--- config.mk ---
export PLATFORM = sky130hd
export DESIGN_NAME = bf_pair_feeder
export DESIGN_NICKNAME = d
export VERILOG_FILES = /design/src/rtl/bf_pair_feeder.sv
export SDC_FILE = /design/constraint.sdc
export NUM_CORES = 1
export LEC_CHECK = 0
export CAP_MARGIN = 30
export CORE_MARGIN = 5
export CORE_UTILIZATION = 40
export DETAILED_ROUTE_END_ITERATION = 7
export PLACE_DENSITY = 0.66
export SYNTH_ARGS = -nofsm -noshare
export SYNTH_HDL_FRONTEND = slang
export SYNTH_SLANG_ARGS = --single-unit
--- constraint.sdc ---
create_clock -name clk -period 10.55 [get_ports clk]
set_input_delay 1.055 -clock clk [delete_from_list [all_inputs] [get_ports clk]]
set_output_delay 1.055 -clock clk [all_outputs]
set_load 0.05 [all_outputs]
--- src/rtl/bf_pair_feeder.sv ---
// R2MDC stage input commutator: buffers the first half of each frame and pairs it with the second half.
// Optional BF_FEEDER_TWIDDLE_ROM_EN compiles in an 8-entry W_16 twiddle ROM; otherwise W is fixed at (256,0).
module bf_pair_feeder #(
   parameter  int DW    = 16,
   parameter  int LOG2N = 4,
   localparam int KW    = (LOG2N > 1) ? LOG2N - 1 : 1
) (
   input  logic          clk,
   input  logic          rst_n,
   input  logic          in_valid,
   input  logic          in_sof,
   input  logic [DW-1:0] in_re,
   input  logic [DW-1:0] in_im,
   output logic          out_valid,
   output logic          out_eof,
   output logic [DW-1:0] A_re,
   output logic [DW-1:0] A_im,
   output logic [DW-1:0] B_re,
   output logic [DW-1:0] B_im,
   output logic [DW-1:0] W_re,
   output logic [DW-1:0] W_im,
   output logic [KW-1:0] tw_idx,
   output logic          sof_err
);

   //  state  | meaning
   //  S_FILL | cnt < N/2, first-half sample written to buffer, no output
   //  S_PAIR | cnt >= N/2, buffered x[k] paired with incoming x[k+N/2]
   typedef enum logic {S_FILL, S_PAIR} state_t;

   localparam int N    = 1 << LOG2N;
   localparam int HALF = N / 2;

   state_t             r_state;
   logic [LOG2N-1:0]   r_cnt;
   logic [2*DW-1:0]    r_buf [HALF];

   logic [KW-1:0]      w_k;
   logic [LOG2N-1:0]   w_cnt_inc;
   logic               w_last;
   logic [2*DW-1:0]    w_rd;

   // The low bits of cnt are the buffer index in FILL and equal k in PAIR.
   generate
      if (LOG2N > 1) begin : g_k
         assign w_k = r_cnt[KW-1:0];
      end else begin : g_k1
         assign w_k = '0;
      end
   endgenerate

   assign w_cnt_inc = r_cnt + LOG2N'(1);
   assign w_last    = (w_k == KW'(HALF - 1));
   assign w_rd      = r_buf[w_k];

`ifdef BF_FEEDER_TWIDDLE_ROM_EN
   logic [2:0]    w_rom_addr;
   logic [DW-1:0] w_rom_re;
   logic [DW-1:0] w_rom_im;

   assign w_rom_addr = 3'(w_k) << (4 - LOG2N);

   always_comb begin
      w_rom_re = DW'(256);
      w_rom_im = '0;
      case (w_rom_addr)
         3'd0: begin w_rom_re = DW'(256);  w_rom_im = DW'(0);    end
         3'd1: begin w_rom_re = DW'(237);  w_rom_im = DW'(-98);  end
         3'd2: begin w_rom_re = DW'(181);  w_rom_im = DW'(-181); end
         3'd3: begin w_rom_re = DW'(98);   w_rom_im = DW'(-237); end
         3'd4: begin w_rom_re = DW'(0);    w_rom_im = DW'(-256); end
         3'd5: begin w_rom_re = DW'(-98);  w_rom_im = DW'(-237); end
         3'd6: begin w_rom_re = DW'(-181); w_rom_im = DW'(-181); end
         3'd7: begin w_rom_re = DW'(-237); w_rom_im = DW'(-98);  end
         default: begin w_rom_re = DW'(256); w_rom_im = '0; end
      endcase
   end
`endif

   // Buffer is never read before being rewritten, so it carries no reset.
   always_ff @(posedge clk) begin
      if (in_valid) begin
         if (in_sof)
            r_buf[0] <= {in_re, in_im};
         else if (r_state == S_FILL)
            r_buf[w_k] <= {in_re, in_im};
      end
   end

   always_ff @(posedge clk) begin
      if (!rst_n) begin
         r_state   <= S_FILL;
         r_cnt     <= '0;
         out_valid <= 1'b0;
         out_eof   <= 1'b0;
         sof_err   <= 1'b0;
         A_re      <= '0;
         A_im      <= '0;
         B_re      <= '0;
         B_im      <= '0;
         W_re      <= '0;
         W_im      <= '0;
         tw_idx    <= '0;
      end else begin
         out_valid <= 1'b0;
         out_eof   <= 1'b0;
         sof_err   <= 1'b0;
`ifndef BF_FEEDER_TWIDDLE_ROM_EN
         W_re      <= DW'(256);
         W_im      <= '0;
`endif
         if (in_valid) begin
            if (in_sof) begin
               sof_err <= (r_cnt != '0);
               r_cnt   <= LOG2N'(1);
               r_state <= (LOG2N == 1) ? S_PAIR : S_FILL;
            end else begin
               r_cnt   <= w_cnt_inc;
               r_state <= w_cnt_inc[LOG2N-1] ? S_PAIR : S_FILL;
               if (r_state == S_PAIR) begin
                  A_re      <= w_rd[2*DW-1:DW];
                  A_im      <= w_rd[DW-1:0];
                  B_re      <= in_re;
                  B_im      <= in_im;
                  tw_idx    <= w_k;
                  out_valid <= 1'b1;
                  out_eof   <= w_last;
`ifdef BF_FEEDER_TWIDDLE_ROM_EN
                  W_re      <= w_rom_re;
                  W_im      <= w_rom_im;
`endif
               end
            end
         end
      end
   end

endmodule

# Yosys cells after proc, flatten, opt, wreduce, memory -nomap -nowiden
# Memories as Yosys holds them, arrays and structs flattened. A register that Yosys moved wholly into a read port is not among the register bits.
# Cells that the tools add are included.
totals:
  reg_bits: 59
  latch_bits: 0
  mem_bits_rw: 256
  rom_bits: 0
  input_bits: 36
  out_inout_bits: 102
  elab_cells: 38
  memories: 1
mem_list:
  columns: ["name", "depth", "word_bits", "read_ports", "rd_clocked_by_memory_dff", "wr", "line", "source"]
  rows:
  - ["r_buf", 8, 32, 1, 1, 1, "36", "logic [2*DW-1:0] r_buf [HALF];"]
classes:
  n_addsub: 1
  mul: 0
  n_div: 0
  magnitude_cmp: 0
  n_eq_ne: 1
  shift: 0
  mux: 15
  n_bitwise: 4
  reduce_logical: 7
ops:
  columns: ["op", "count"]
  rows:
  - ["2-to-1 mux 32 bit", 1]
  - ["OR reduction 32 bit", 1]
  - ["2-to-1 mux 1 bit", 11]
  - ["2-to-1 mux 9 bit", 1]
  - ["AND reduction 3 bit", 2]
  - ["adder 4 x 1 -> 4 bit (second input constant)", 1]
  - ["2-to-1 mux 4 bit", 1]
  - ["inverter 1 bit", 4]
  - ["nonzero test 4 bit", 1]
  - ["OR reduction 4 bit", 1]
  - ["equality test 3 bit (second input constant)", 1]
  - ["2-to-1 mux 3 bit", 1]
  - ["OR reduction 3 bit", 1]
  - ["zero test 1 bit", 1]

# Longest topological paths before layout
# Gate-level depths: netlist of run 1.
depth:
  ltp_word: 6
  ltp_mapped: 7
  mapped_depth_nobuf: 5

# Worst setup path after synthesis of run 1
# OpenSTA, ideal clock, no wires.
synth_timing:
  kind: "input -> register"
  start: "input in_sof"
  end: "memory r_buf[2][0] in the netlist's numbering, enable pin"
  setup_time_ns: 0.461
  t_arrival_ns: 3.620
  required_time_ns: 10.089
  setup_slack_ns: 6.469
  cell_stages: 3
  path_buffers: 0
  cell_sequence: "nor3b_1 > nand2_1 > nor3_1"
synth_via:
  elab_chain_cells: 5
  elab_cells_between_ends: 9
  classes_between: "8 x mux; 1 x reduce/logical"
synth_lines:
  columns: ["item", "line", "source"]
  rows:
  - ["from (decl)", "11", "input logic in_sof,"]
  - ["2-to-1 mux 1 bit", "83", "if (in_sof)"]
  - ["2-to-1 mux 1 bit", "82", "if (in_valid) begin"]
  - ["2-to-1 mux 1 bit (not written as such)", "86", "r_buf[w_k] <= {in_re, in_im};"]
  - ["OR reduction 32 bit (no line)", null, null]
  - ["2-to-1 mux 3 bit (no line) / 2-to-1 mux 1 bit (equally long branches)", null, null]
  - ["to (decl)", "36", null]
# Several ways; a longest one is shown, not always the timed one.

# Worst setup path in the final report of run 1
layout_timing:
  start: "register r_cnt[1]"
  end: "memory r_buf[1][7] in the netlist's numbering, enable pin"
layout_via:
  elab_chain_cells: 1
layout_lines:
  columns: ["item", "line", "source"]
  rows:
  - ["from (decl)", "35", "logic [LOG2N-1:0] r_cnt;"]
  - ["from (signal assigned)", "118", "r_cnt <= w_cnt_inc;"]
  - ["2-to-1 mux 3 bit (no line)", null, null]
# No other way between the ends.

==> metrics.yaml, run 1 <==
status: "completed"
cts_resized: 0
most-common-layout-cells: "edfxtp_1 (256), mux2i_1 (128), clkdlybuf4s50_1 (105)"
drt-total-wl_mm: 27.0
cp.required_ns: 10.80
grt_overflow_total: 0
ioPinCount: 138
cp-end-kind: "flip-flop"
power.net_switching_mw: 0.576
hp-class: "reg -> reg"
drive_gt1_share_pct: 8.73
critical_path.max_stage_delay_ns: 0.48
p_clk_share_pct: 43.7
dieArea_mm2: 0.0356
finalSetupViolCount: 0
cts_buffer_depth: 3
power_density_mw_per_mm2: 179
final_common_cell: "edfxtp_1"
die_h_um: 189
viasPerCell: 5.16
n_fill_cell: 2698
vias: 7151
track_usage_pct: 14.7
setup_tns_ns: 0
postCtsSetupRepairBufs: 0
hold_viol: 0
period_share_pct: 28.5
grt_first_pass_wirelength_mm: 41.6
leakage_nw: 4.87
numPortBuffers: 106
drc: 0
place_ws_ns: 7.12
grt_max_degree: 75
worst_pin_slew_ns: 1.02
finalNetCount: 996
antenna_found_initial: 0
die_w_um: 189
relSlewSlack_pct: 32.2
regArea_mm2: 0.00919
start_kind: "flip-flop"
drtAntennaViolNets: 0
design.core.area_mm2: 0.0316
syn_avg_cell_area_um2: 15.0
numCtsBuffers: 36
seqPwrFrac_pct: 51.8
ir_drop_mv: 0.110
critical-path-slowest-cell: "buf_4"
fin_worst_skew_ns: 0.00884
clkLatencyLatePin_ns: 0.50
clockRootBuffer: "clkbuf_16"
final_max_slew_viol_count: 0
critPathMaxFanout: 42
switching_share_pct: 21.0
synth_cells: 854
grt_setup_unrepaired: "false"
synthDistinctLibCells: 31
start_util_pct: 40.5
p_int_mw: 2.17
p_comb_share_pct: 4.6
hold_buffers: 0
seq_area_frac_synth_pct: 71.9
wl_per_cell_um: 19.4
cts.sinks: 331
ys_seq_elements: 331
worstPathArrival_ns: 3.26
rows: 65
firstDrtPassIters: 5
area_delta_synth_final_pct: 20.2
diodes: 0
htree_levels: 2
multi_input_area_mm2: 0.00317
synth_area_mm2: 0.0128
max_freq_mhz: 332
dp_hpwl_mm: 15.9
clkSlewWorstSetupHoldPaths_ns: 0.05
synth_warnings: 0
grt_pass1_vias: 7149
drt_iter0_drc: 505
gp_congestion: 0.721
period_needed_ns: 3.01
cp_common_cell: "buf_16"
worstSetupPathType: "reg -> reg"
drv_cap: 0
cts_tree: "yes"
setup_slack_ns: 7.54
path_cells: "buf_4 -> buf_16 -> buf_4 -> buf_16 -> inv_1 -> nand2_1 -> nor2_4 -> buf_16"
## final timing paths
check | start | endpoint | slack (ns) | depth (start not counted)
worst max-delay path | r_cnt[1] | r_buf[1][7] | 7.54 | 8
worst min-delay path | B_re[6] | B_re[6] | 0.45 | 2
worst max register to register | r_cnt[1] | r_buf[1][7] | 7.54 | 8
worst min register to register | B_re[6] | B_re[6] | 0.45 | 2
## layer usage
metal / vias to the layer above / wire, um / part of all wire (%) / GRT usage [%]
met5: - / 0 / 0 / 0
met4: 0 / 414 / 1.5 / 3.64
met3: 38 / 1760 / 6.5 / 3.37
met2: 218 / 12700 / 47 / 23.8
met1: 3553 / 12100 / 45 / 20.4
li1: 3342 / - / - / -
## power groups by stage
stage / registers [mW] / clock network [mW] / logic, mW
finish: 1.42 / 1.20 / 0.125
global route: 1.42 / 1.28 / 0.135
CTS: 1.42 / 1.23 / 0.127
detailed placement: 1.45 / 0 / 0.126
global placement: 1.45 / 0 / 0.120
floorplan: 1.45 / 0 / 0.0872
## flip-flops by register name, indices dropped and copies added (netlist names)
signal / flops
out_valid: 1
A_re: 16
r_state: 1
r_buf: 256
r_cnt: 3
W_re: 1
sof_err: 1
out_eof: 1
B_im: 16
A_im: 16
B_re: 16
tw_idx: 3
## stage by stage
step	utilization [%]	instances	hold WS [ns]	cell area [um^2]	power, mW
2_1_floorplan	-	884	0.533	12900	1.54
3_3_place_gp	44.3	1312	0.441	14000	1.57
3_5_place_dp	45.0	1321	0.444	14200	1.58
4_1_cts	48.7	1387	0.451	15400	2.78
5_1_grt	48.7	1387	0.469	15400	2.84
6_report	48.7	1387	0.449	15400	2.75
## critical path: cells and delay by family (launching register included)
| family | cells | cell delay (ns) |
|---|---|---|
| buffers and inverters | 6 | 1.89 |
| DFF | 1 | 0.38 |
| and+or+nand+nor | 2 | 0.44 |
## kinds of logic after synthesis
kind of cell / count (synthesis) / share of synthesized area [%]
compound gates: 172 / 8.74
fa+ha+maj: 3 / 0.294
buf+inv: 88 / 4.81
flops: 331 / 71.9
mux: 128 / 10.0
other cells: 1 / 0.0293
simple gates: 131 / 4.18
## cell usage after synthesis, drive strengths merged
cell,count,area share (%)
nand3,1,0.039
ha,3,0.29
a22oi,64,3.8
edfxtp,256,60
and3,1,0.049
and2,4,0.22
dfxtp,75,12
clkbuf,19,0.65
nor2b,4,0.20
nor3b,1,0.059
o21a,2,0.12
inv,3,0.088
a31oi,1,0.049
nor4,1,0.049
buf,66,4.1
and2b,1,0.078
nor2,40,1.2
a21oi,34,1.3
mux2i,128,10
o21ai,35,1.4
conb,1,0.029
a21boi,36,2.1
nor3,1,0.039
nand2b,1,0.049
nand2,76,2.2
## cell type report
class / instances / area share [%]
Sequential cell: 331 / 59.9
Clock inverter: 20 / 1.00
Tap cell: 402 / 3.28
Timing Repair Buffer: 120 / 8.69
Multi-Input combinational cell: 465 / 20.6
Inverter: 3 / 0.0733
Clock buffer: 46 / 6.45
Power figures use the tool's default switching activity.
==> run 2, diff against run 1 <==
==> constraint.sdc (replaced) <==
create_clock -name clk -period 3 [get_ports clk]
set_input_delay 0.3 -clock clk [delete_from_list [all_inputs] [get_ports clk]]
set_output_delay 0.3 -clock clk [all_outputs]
set_load 0.05 [all_outputs]
==> run 2 against run 1 <==
Cell count grew 0.94%. Fmax is 41% higher. Register-to-register slack worse by 6.7 ns. Die area unchanged. First-iteration DRC count is 24% higher. Clock power grew to 3.6 times the previous value. Global-route usage increased by 0.27 points. Clock skew up 0.0087 ns. Sequential share of layout area is 0.19 points lower. Hold slack lost 0.12 ns. Largest power group unchanged. Highest routed layer unchanged.
==> metrics.yaml, run 2 (same netlist as run 1, synthesis figures left out) <==
largest_register_ffs: 256  # unchanged
status: "completed"  # unchanged
drtAntennaViolNets: 0  # unchanged
cts_tree: "yes"  # unchanged
gp_congestion: 0.763  # was 0.721
max_freq_mhz: 468  # was 332 MHz
numPortBuffers: 106  # unchanged
use_met2_pct: 24.0  # was 23.8%
r2r_cells: 5  # was 8
period_needed_ns: 2.14  # was 3.01 ns
top_usage_layer: "met2"  # unchanged
ioPinCount: 138  # unchanged
drc: 0  # unchanged
worst_pin_slew_ns: 0.779  # was 1.02 ns
hold_viol: 0  # unchanged
power_density_mw_per_mm2: 632  # was 179 mW/mm^2
regMostFlops: "r_buf"  # unchanged
final_common_cell: "edfxtp_1"  # unchanged
drive_gt1_share_pct: 10.0  # was 8.73%
finalNetCount: 1009  # was 996
track_usage_pct: 15.0  # was 14.7%
start_kind: "flip-flop"  # unchanged
cts.sinks: 331  # unchanged
critical-path-slowest-cell: "dfxtp_4"  # was buf_4
drt-total-wl_mm: 27.2  # was 27.0 mm
wl_per_cell_um: 19.4  # about the same
final_core_util_pct: 48.8  # was 48.7%
cts_resized: 0  # unchanged
clockRootBuffer: "clkbuf_16"  # unchanged
htree_levels: 2  # unchanged
firstDrtPassIters: 5  # unchanged
stdcell_count: 1400  # was 1387
p_total_mw: 9.73  # was 2.75 mW
critical_path.max_stage_delay_ns: 0.76  # was 0.48 ns
crit_family: "flip-flops"  # was buffers and inverters
most-common-layout-cells: "edfxtp_1 (256), mux2i_1 (128), clkdlybuf4s50_1 (105)"  # unchanged
cts_buffer_depth: 3  # unchanged
dpl_cell_area_mm2: 0.0142  # about the same
setup_tns_ns: 0  # unchanged
grtUsageMet1_pct: 20.9  # was 20.4%
final_max_slew_viol_count: 0  # unchanged
path_cells: "buf_4 -> mux2i_1 -> a22oi_1 -> a21oi_1 -> nor2_1"  # was buf_4 -> buf_16 -> buf_4 -> buf_16 -> inv_1 -> nand2_1 -> nor2_4 -> buf_16
worstSetupPathType: "reg -> reg"  # unchanged
die_w_um: 189  # unchanged
fin_worst_skew_ns: 0.0176  # was 0.00884 ns
critPathMaxFanout: 38  # was 42
worstPathArrival_ns: 2.54  # was 3.26 ns
leakage_nw: 4.91  # was 4.87 nW
drv_cap: 0  # unchanged
grt_first_pass_wirelength_mm: 42.0  # was 41.6 mm
hold_buffers: 0  # unchanged
grt_max_degree: 58  # was 75
ir_drop_mv: 0.409  # was 0.110 mV
worstHoldPathCells: 2  # unchanged
design.core.area_mm2: 0.0316  # unchanged
antenna_found_initial: 0  # unchanged
grt_use_met3_pct: 3.72  # was 3.37%
start_util_pct: 40.5  # unchanged
grt_pass1_vias: 7229  # was 7149
clkLatencyLatePin_ns: 0.51  # was 0.50 ns
postCtsSetupRepairBufs: 0  # unchanged
dp.cells: 1334  # was 1321
crit_cells: 5  # was 8
numCtsBuffers: 36  # unchanged
period_share_pct: 71.2  # was 28.5%
finalSetupViolCount: 0  # unchanged
crit_buf_inv: 1  # was 6
cp.required_ns: 3.40  # was 10.80 ns
fin_area_mm2: 0.0154  # about the same
cp-end-kind: "flip-flop"  # unchanged
diodes: 0  # unchanged
vias: 7166  # was 7151
rows: 65  # unchanged
n_fill_cell: 2645  # was 2698
grt_setup_unrepaired: "false"  # unchanged
dieArea_mm2: 0.0356  # unchanged
clkSlewWorstSetupHoldPaths_ns: 0.06  # was 0.05 ns
relSlewSlack_pct: 48.1  # was 32.2%
area_delta_synth_final_pct: 20.6  # was 20.2%
die_h_um: 189  # unchanged
dp_hpwl_mm: 16.6  # was 15.9 mm
grt_overflow_total: 0  # unchanged
hp-class: "in -> reg"  # was reg -> reg
viasPerCell: 5.12  # was 5.16
drt_iter0_drc: 626  # was 505
==> run 2: cell types whose count changed in the layout (fill, tap and decap cells not counted), moves of 3 or more <==
cell	delta
buf_16	-8
buf_12	+6
buf_4	+15
clkinv_2	-3
==> run 2: power by group <==
group	leakage [nW]	internal [mW]	switching [mW]
Combinational	1.40	0.141	0.300
Clock	0.577	2.57	1.71
Sequential	2.93	4.99	0.0245
Total	4.91	7.70	2.03
==> run 2: area by class of cell <==
type | count | area, um^2 | share of cell area (%)
Sequential cell | 331 | 9190 | 59.7
Multi-Input combinational cell | 465 | 3180 | 20.6
Clock inverter | 19 | 160 | 1.04
Clock buffer | 47 | 1010 | 6.59
Timing Repair Buffer | 133 | 1350 | 8.74
Tap cell | 402 | 503 | 3.27
Inverter | 3 | 11.3 | 0.0731
==> run 2: per-stage QoR <==
stage	hold WS (ns)	setup slack, ns
after floorplan	0.328	0.278
after global placement	0.441	0.609
after detailed placement	0.447	0.635
after CTS	0.303	0.826
after global routing	0.327	0.735
final	0.325	0.865
==> run 2: metal layers <==
metal	routed length [um]	vias up
li1	-	3365
met1	12200	3556
met2	12700	212
met3	1900	33
met4	388	0
met5	0	-
==> run 2: final timing paths <==
path | from | endpoint | slack, ns
worst max-delay path | r_cnt[1] | A_im[15] | 0.86
worst min-delay path | rst_n | r_state | 0.33
worst max register to register | r_cnt[1] | A_im[15] | 0.86
worst min register to register | B_re[6] | B_re[6] | 0.45
==> RTL change 1 (config.mk and constraints of run 2) <==
Make the reset (`rst_n`) asynchronous in one clocked block.
--- a/src/rtl/bf_pair_feeder.sv
+++ b/src/rtl/bf_pair_feeder.sv
@@ -88,5 +88,5 @@
    end
 
-   always_ff @(posedge clk) begin
+   always_ff @(posedge clk or negedge rst_n) begin
       if (!rst_n) begin
          r_state   <= S_FILL;
Function: not settled (the Yosys comparison gave no result); the edit may change what the design does.
==> RTL change 1 against run 2 <==
- cell area up 0.87%
- via count fell by 7.6%
- largest cell class unchanged
- cell count fell by 8.1%
- routed wire length shrank 2.8%
- sequential cell count unchanged
- setup slack lost 0.012 ns
- clock skew is 0.0038 ns lower
- area after synthesis is 0.53% higher
Power is not compared: it rests on default switching activity, and its combinational part moved more than twofold at a synthesized area within 25%.
==> RTL change 1: results (changes against run 2) <==
Run status
  • Status: finished, final reports clean

Drt
  • DR WL met3: 1.47 mm (-23%)
  • TritonRoute pass-1 iters: 4 (-1)
  • Routed metal-1 wirelength: 11.2 mm (-8.2%)
  • Routed WL: 26.4 mm (-2.8%)
  • Met2 WL: 13.4 mm (+5.4%)
  • Iter 0 DRT Violations: 346 (-45%)
  • DR vias: 6623 (-7.6%)

Placed design
  • Dpl hpwl: 15.1 mm (-9.6%)
  • Gpl congestion: 0.719 (-5.8%)

Yosys
  • Post-synth top cells: 256 x edfxtp_1, 97 x mux2_2, 75 x dfrtp_1
  • Ranking of synthesized cells by area: edfxtp_1 60%, dfrtp_1 15%, mux2_2 8.5%, mux2i_1 5.0%, a22o_1 2.3%
  • Distinct cell type count after synthesis: 26 (-16%)
  • Top-area cell type share of the netlist area: 59.8% (-0.32 points)
  • Synth async-reset ratio: 22.7% (+23 points)

Final layout
  • Layout Nets: 897 (-11%)
  • Layout cells sized above 1: 20.4% (+10 points)

Min path
  • Hold Path Class: in -> async

Clock tree
  • Total CTS buffers: 35 (-2.8%)

STA
  • Worst hold slack: 0.337 ns (+0.0117 ns)
  • Setup Skew: 0.0137 ns (-0.00384 ns)

Setup path
  • CP peak stage delay: 0.71 ns (-0.05 ns)
  • Crit-path slowest cell: dfrtp_1
  • Worst-path maximum fanout: 20 (-47%)

GRT
  • First-pass GRT wire length: 40.6 mm (-3.3%)
  • Largest net degree at the start of global routing: 130 (+120%)
  • Initial antenna violation count: 1 (+1)
  • Vias in the first global route: 6970 (-3.6%)
==> RTL change 1: kinds of logic (layout without fill, tap and decap cells) <==
kind of cell	count (synthesis)	in the layout	synth area share [%]
AO/OA/AOI/OAI	106	106	6.04
adder cells (fa/ha/maj)	3	3	0.292
buffers and inverters	76	192	3.72
flip-flops	331	331	74.5
multiplexers	161	161	13.5
other	2	33	0.0585
AND/OR/NAND/NOR	58	58	1.94
==> RTL change 1: per-layer routing <==
| metal | vias up | track usage [%] |
|---|---|---|
| li1 | 3039 | - |
| met1 | 3351 | 18.8 |
| met2 | 196 | 25.6 |
| met3 | 37 | 2.99 |
| met4 | 0 | 3.22 |
| met5 | - | 0 |
==> RTL change 1: power by group <==
part           switching [mW]  internal (mW)  total (mW)
logic                    1.91           1.03        2.94
registers               0.215           5.36        5.58
clock network            1.67           2.60        4.27
==> RTL change 1: cell type report <==
class / instances / area, µm²
clock inverter: 15 / 148
antenna: 1 / 2.50
clock buffer: 47 / 1000
tap: 402 / 503
inverter: 4 / 15.0
multi-input combinational: 360 / 3000
sequential: 331 / 9570
timing repair buffer: 126 / 1300
fill: 2604 / 16100
==> RTL change 1: worst paths after layout <==
check,from,endpoint,cells after the start
setup / recovery,r_cnt[2],r_buf[7][2],3
hold / removal,rst_n,B_im[10],2
setup reg to reg,r_cnt[2],r_buf[7][2],3
hold reg to reg,A_im[3],A_im[3],2
max in group asynchronous,rst_n,A_im[0],3
min in group clk,in_valid,sof_err,3
==> RTL change 1: repair_timing <==
action,in CTS,in global routing
hold buffers,1,0
setup endpoints to repair,0,0
hold endpoints to repair,40,0
==> RTL change 1: metrics by stage <==
stage          setup WS [ns]  instance area, µm²  util (%)  TNS, ns  std cells
2_1_floorplan         -0.113               13000         -    -7.25        767
3_3_place_gp           0.492               14400      45.4        0       1222
3_5_place_dp           0.442               14400      45.4        0       1222
4_1_cts                0.836               15500      49.1        0       1285
5_1_grt                0.776               15500      49.1        0       1285
6_report               0.853               15500      49.1        0       1286
==> RTL change 2 (config.mk and constraints of run 2) <==
Without the edit above. Add a define of `BF_FEEDER_TWIDDLE_ROM_EN`.
--- a/src/rtl/bf_pair_feeder.sv
+++ b/src/rtl/bf_pair_feeder.sv
@@ -1,4 +1,6 @@
 // R2MDC stage input commutator: buffers the first half of each frame and pairs it with the second half.
 // Optional BF_FEEDER_TWIDDLE_ROM_EN compiles in an 8-entry W_16 twiddle ROM; otherwise W is fixed at (256,0).
+`define BF_FEEDER_TWIDDLE_ROM_EN
+
 module bf_pair_feeder #(
    parameter  int DW    = 16,
Check against the original RTL: not equivalent (a bounded check fails within 4 cycles, from zero or initial values and one cycle with rst_n low).
==> RTL change 2 against run 2 <==
- die area is 4.0% higher
- cell area is 5.3% higher
- setup slack better by 0.0017 ns
- power is 2.8% higher
- via count is 6.5% higher
- area after synthesis is 4.2% higher
- sequential cell count is 13 higher
- cell count is 6.9% higher
- highest routed layer unchanged
- critical path type is now reg -> out
- register-to-register slack better by 0.05 ns
- critical endpoint is now W_im[12]
- critical path depth is 4 lower
- routed wire length is 7.0% higher
==> RTL change 2: results (changes against run 2) <==
Run status
  • Status: finished, final reports clean

Setup path
  • WP data arrival: 1.83 ns (-0.71 ns)
  • Crit-path slowest cell: clkdlybuf4s50_1
  • Worst-path maximum fanout: 9 (-76%)
  • Critical path's top delay family: buffers and inverters
  • CP peak stage delay: 0.87 ns (+0.11 ns)

STA
  • Worst slew margin: 41.1% (-7.0 points)
  • Setup Skew: 0.0139 ns (-0.00368 ns)

Yosys
  • Ys Warns: 0 (unchanged)
  • Top-area cell type share of the netlist area: 57.7% (-2.4 points)
  • Post-synth top cells: 256 x edfxtp_1, 128 x mux2i_1, 90 x nand2_1
  • Flops & latches, synth: 344 (+3.9%)
  • Post-synthesis sequential area ratio: 71.0% (-0.95 points)
  • Distinct cell type count after synthesis: 36 (+16%)
  • Syn_area_per_cell: 14.7 µm² (-1.7%)
  • Ranking of synthesized cells by area: edfxtp_1 58%, dfxtp_1 13%, mux2i_1 9.6%, a22oi_1 3.6%, nand2_1 2.5%
  • Syn_nets: 947

Clock tree
  • Worst skew pair latency: 0.51 ns (about the same)
  • Cts hold-fix bufs: 0 (unchanged)

GRT
  • First-pass GRT wire length: 44.9 mm (+6.8%)
  • Global-route usage over all layers: 15.6% (+0.57 points)
  • M3 GR Usage: 3.71% (-0.015 points)
  • Global-route track usage on met2: 25.5% (+1.6 points)
  • Met1 GRT Util: 21.5% (+0.57 points)
  • Largest net degree at the start of global routing: 93 (+60%)

Drt
  • Routed WL: 29.1 mm (+7.0%)
  • DR WL met3: 1.50 mm (-21%)
  • TritonRoute pass-1 iters: 4 (-1)
  • Vias/cell: 5.10 (-0.37%)
  • Wire per inst: 19.4 µm (about the same)
  • Iter 0 DRT Violations: 478 (-24%)
  • Met2 WL: 13.9 mm (+9.4%)
  • Routed metal-1 wirelength: 13.4 mm (+9.7%)

Placed design
  • Gpl congestion: 0.756 (-0.89%)
  • Port buffer count: 136 (+28%)
  • Cell count after placement: 1433 (+7.4%)
  • Pre-CTS setup slack: 0.465 ns (-0.171 ns)
  • Placed cell area: 0.0150 mm² (+5.6%)
  • Dpl hpwl: 17.2 mm (+3.5%)

Min path
  • Hold Path Class: in -> reg

Pwr
  • Pleak: 5.26 nW (+7.2%)
  • Peak VDD IR: 368 µV (-10%)

Final layout
  • Multi-input comb cells: 478 (+2.8%)
  • Signal buf overhead: 10.1% (+1.3 points)
  • Area added between synthesis and finish: 21.8%
  • Layout cells sized above 1: 9.67% (-0.35 points)
  • Layout Nets: 1071 (+6.1%)
  • Non-Clock Buffer Count: 164 (+23%)
  • Multi-input combinational area share: 20.8% (+0.14 points)
  • Clkbuf count: 41 (-13%)
  • Sequential cell area share: 58.3% (-1.4 points)
  • Invs w/o clock: 5 (+2)

Floorplanning
  • Die ar.: 0.0370 mm² (+4.0%)
## RTL change 2: changes by cell type after synthesis, sizes merged, moves of 3 or more
cell    before  now
nand2       76   90
dfxtp       75   88
o211a        0   11
a21oi       34   41
clkbuf      19   13
ha           3    6
## RTL change 2: cells by family after synthesis
kind of cell / count (synthesis) / synth area share [%]
muxes: 128 / 9.62
buffers and inverters: 83 / 4.37
other: 1 / 0.0282
AOI/OAI and AO/OA: 194 / 9.70
DFF: 344 / 71.0
adders and majority gates: 6 / 0.564
and+or+nand+nor: 149 / 4.75
## RTL change 2: final timing paths
path              startpoint        to  slack, ns
hold reg to reg      B_im[4]   B_im[4]       0.45
setup reg to reg    r_cnt[0]  A_im[15]       0.91
setup / recovery    W_im[13]  W_im[12]       0.87
hold / removal         rst_n   W_re[1]       0.44
## RTL change 2: power breakdown
group / switching, mW / total [mW] / internal (mW)
Combinational: 0.236 / 0.382 / 0.146
Clock: 1.77 / 4.44 / 2.67
Sequential: 0.0217 / 5.18 / 5.16
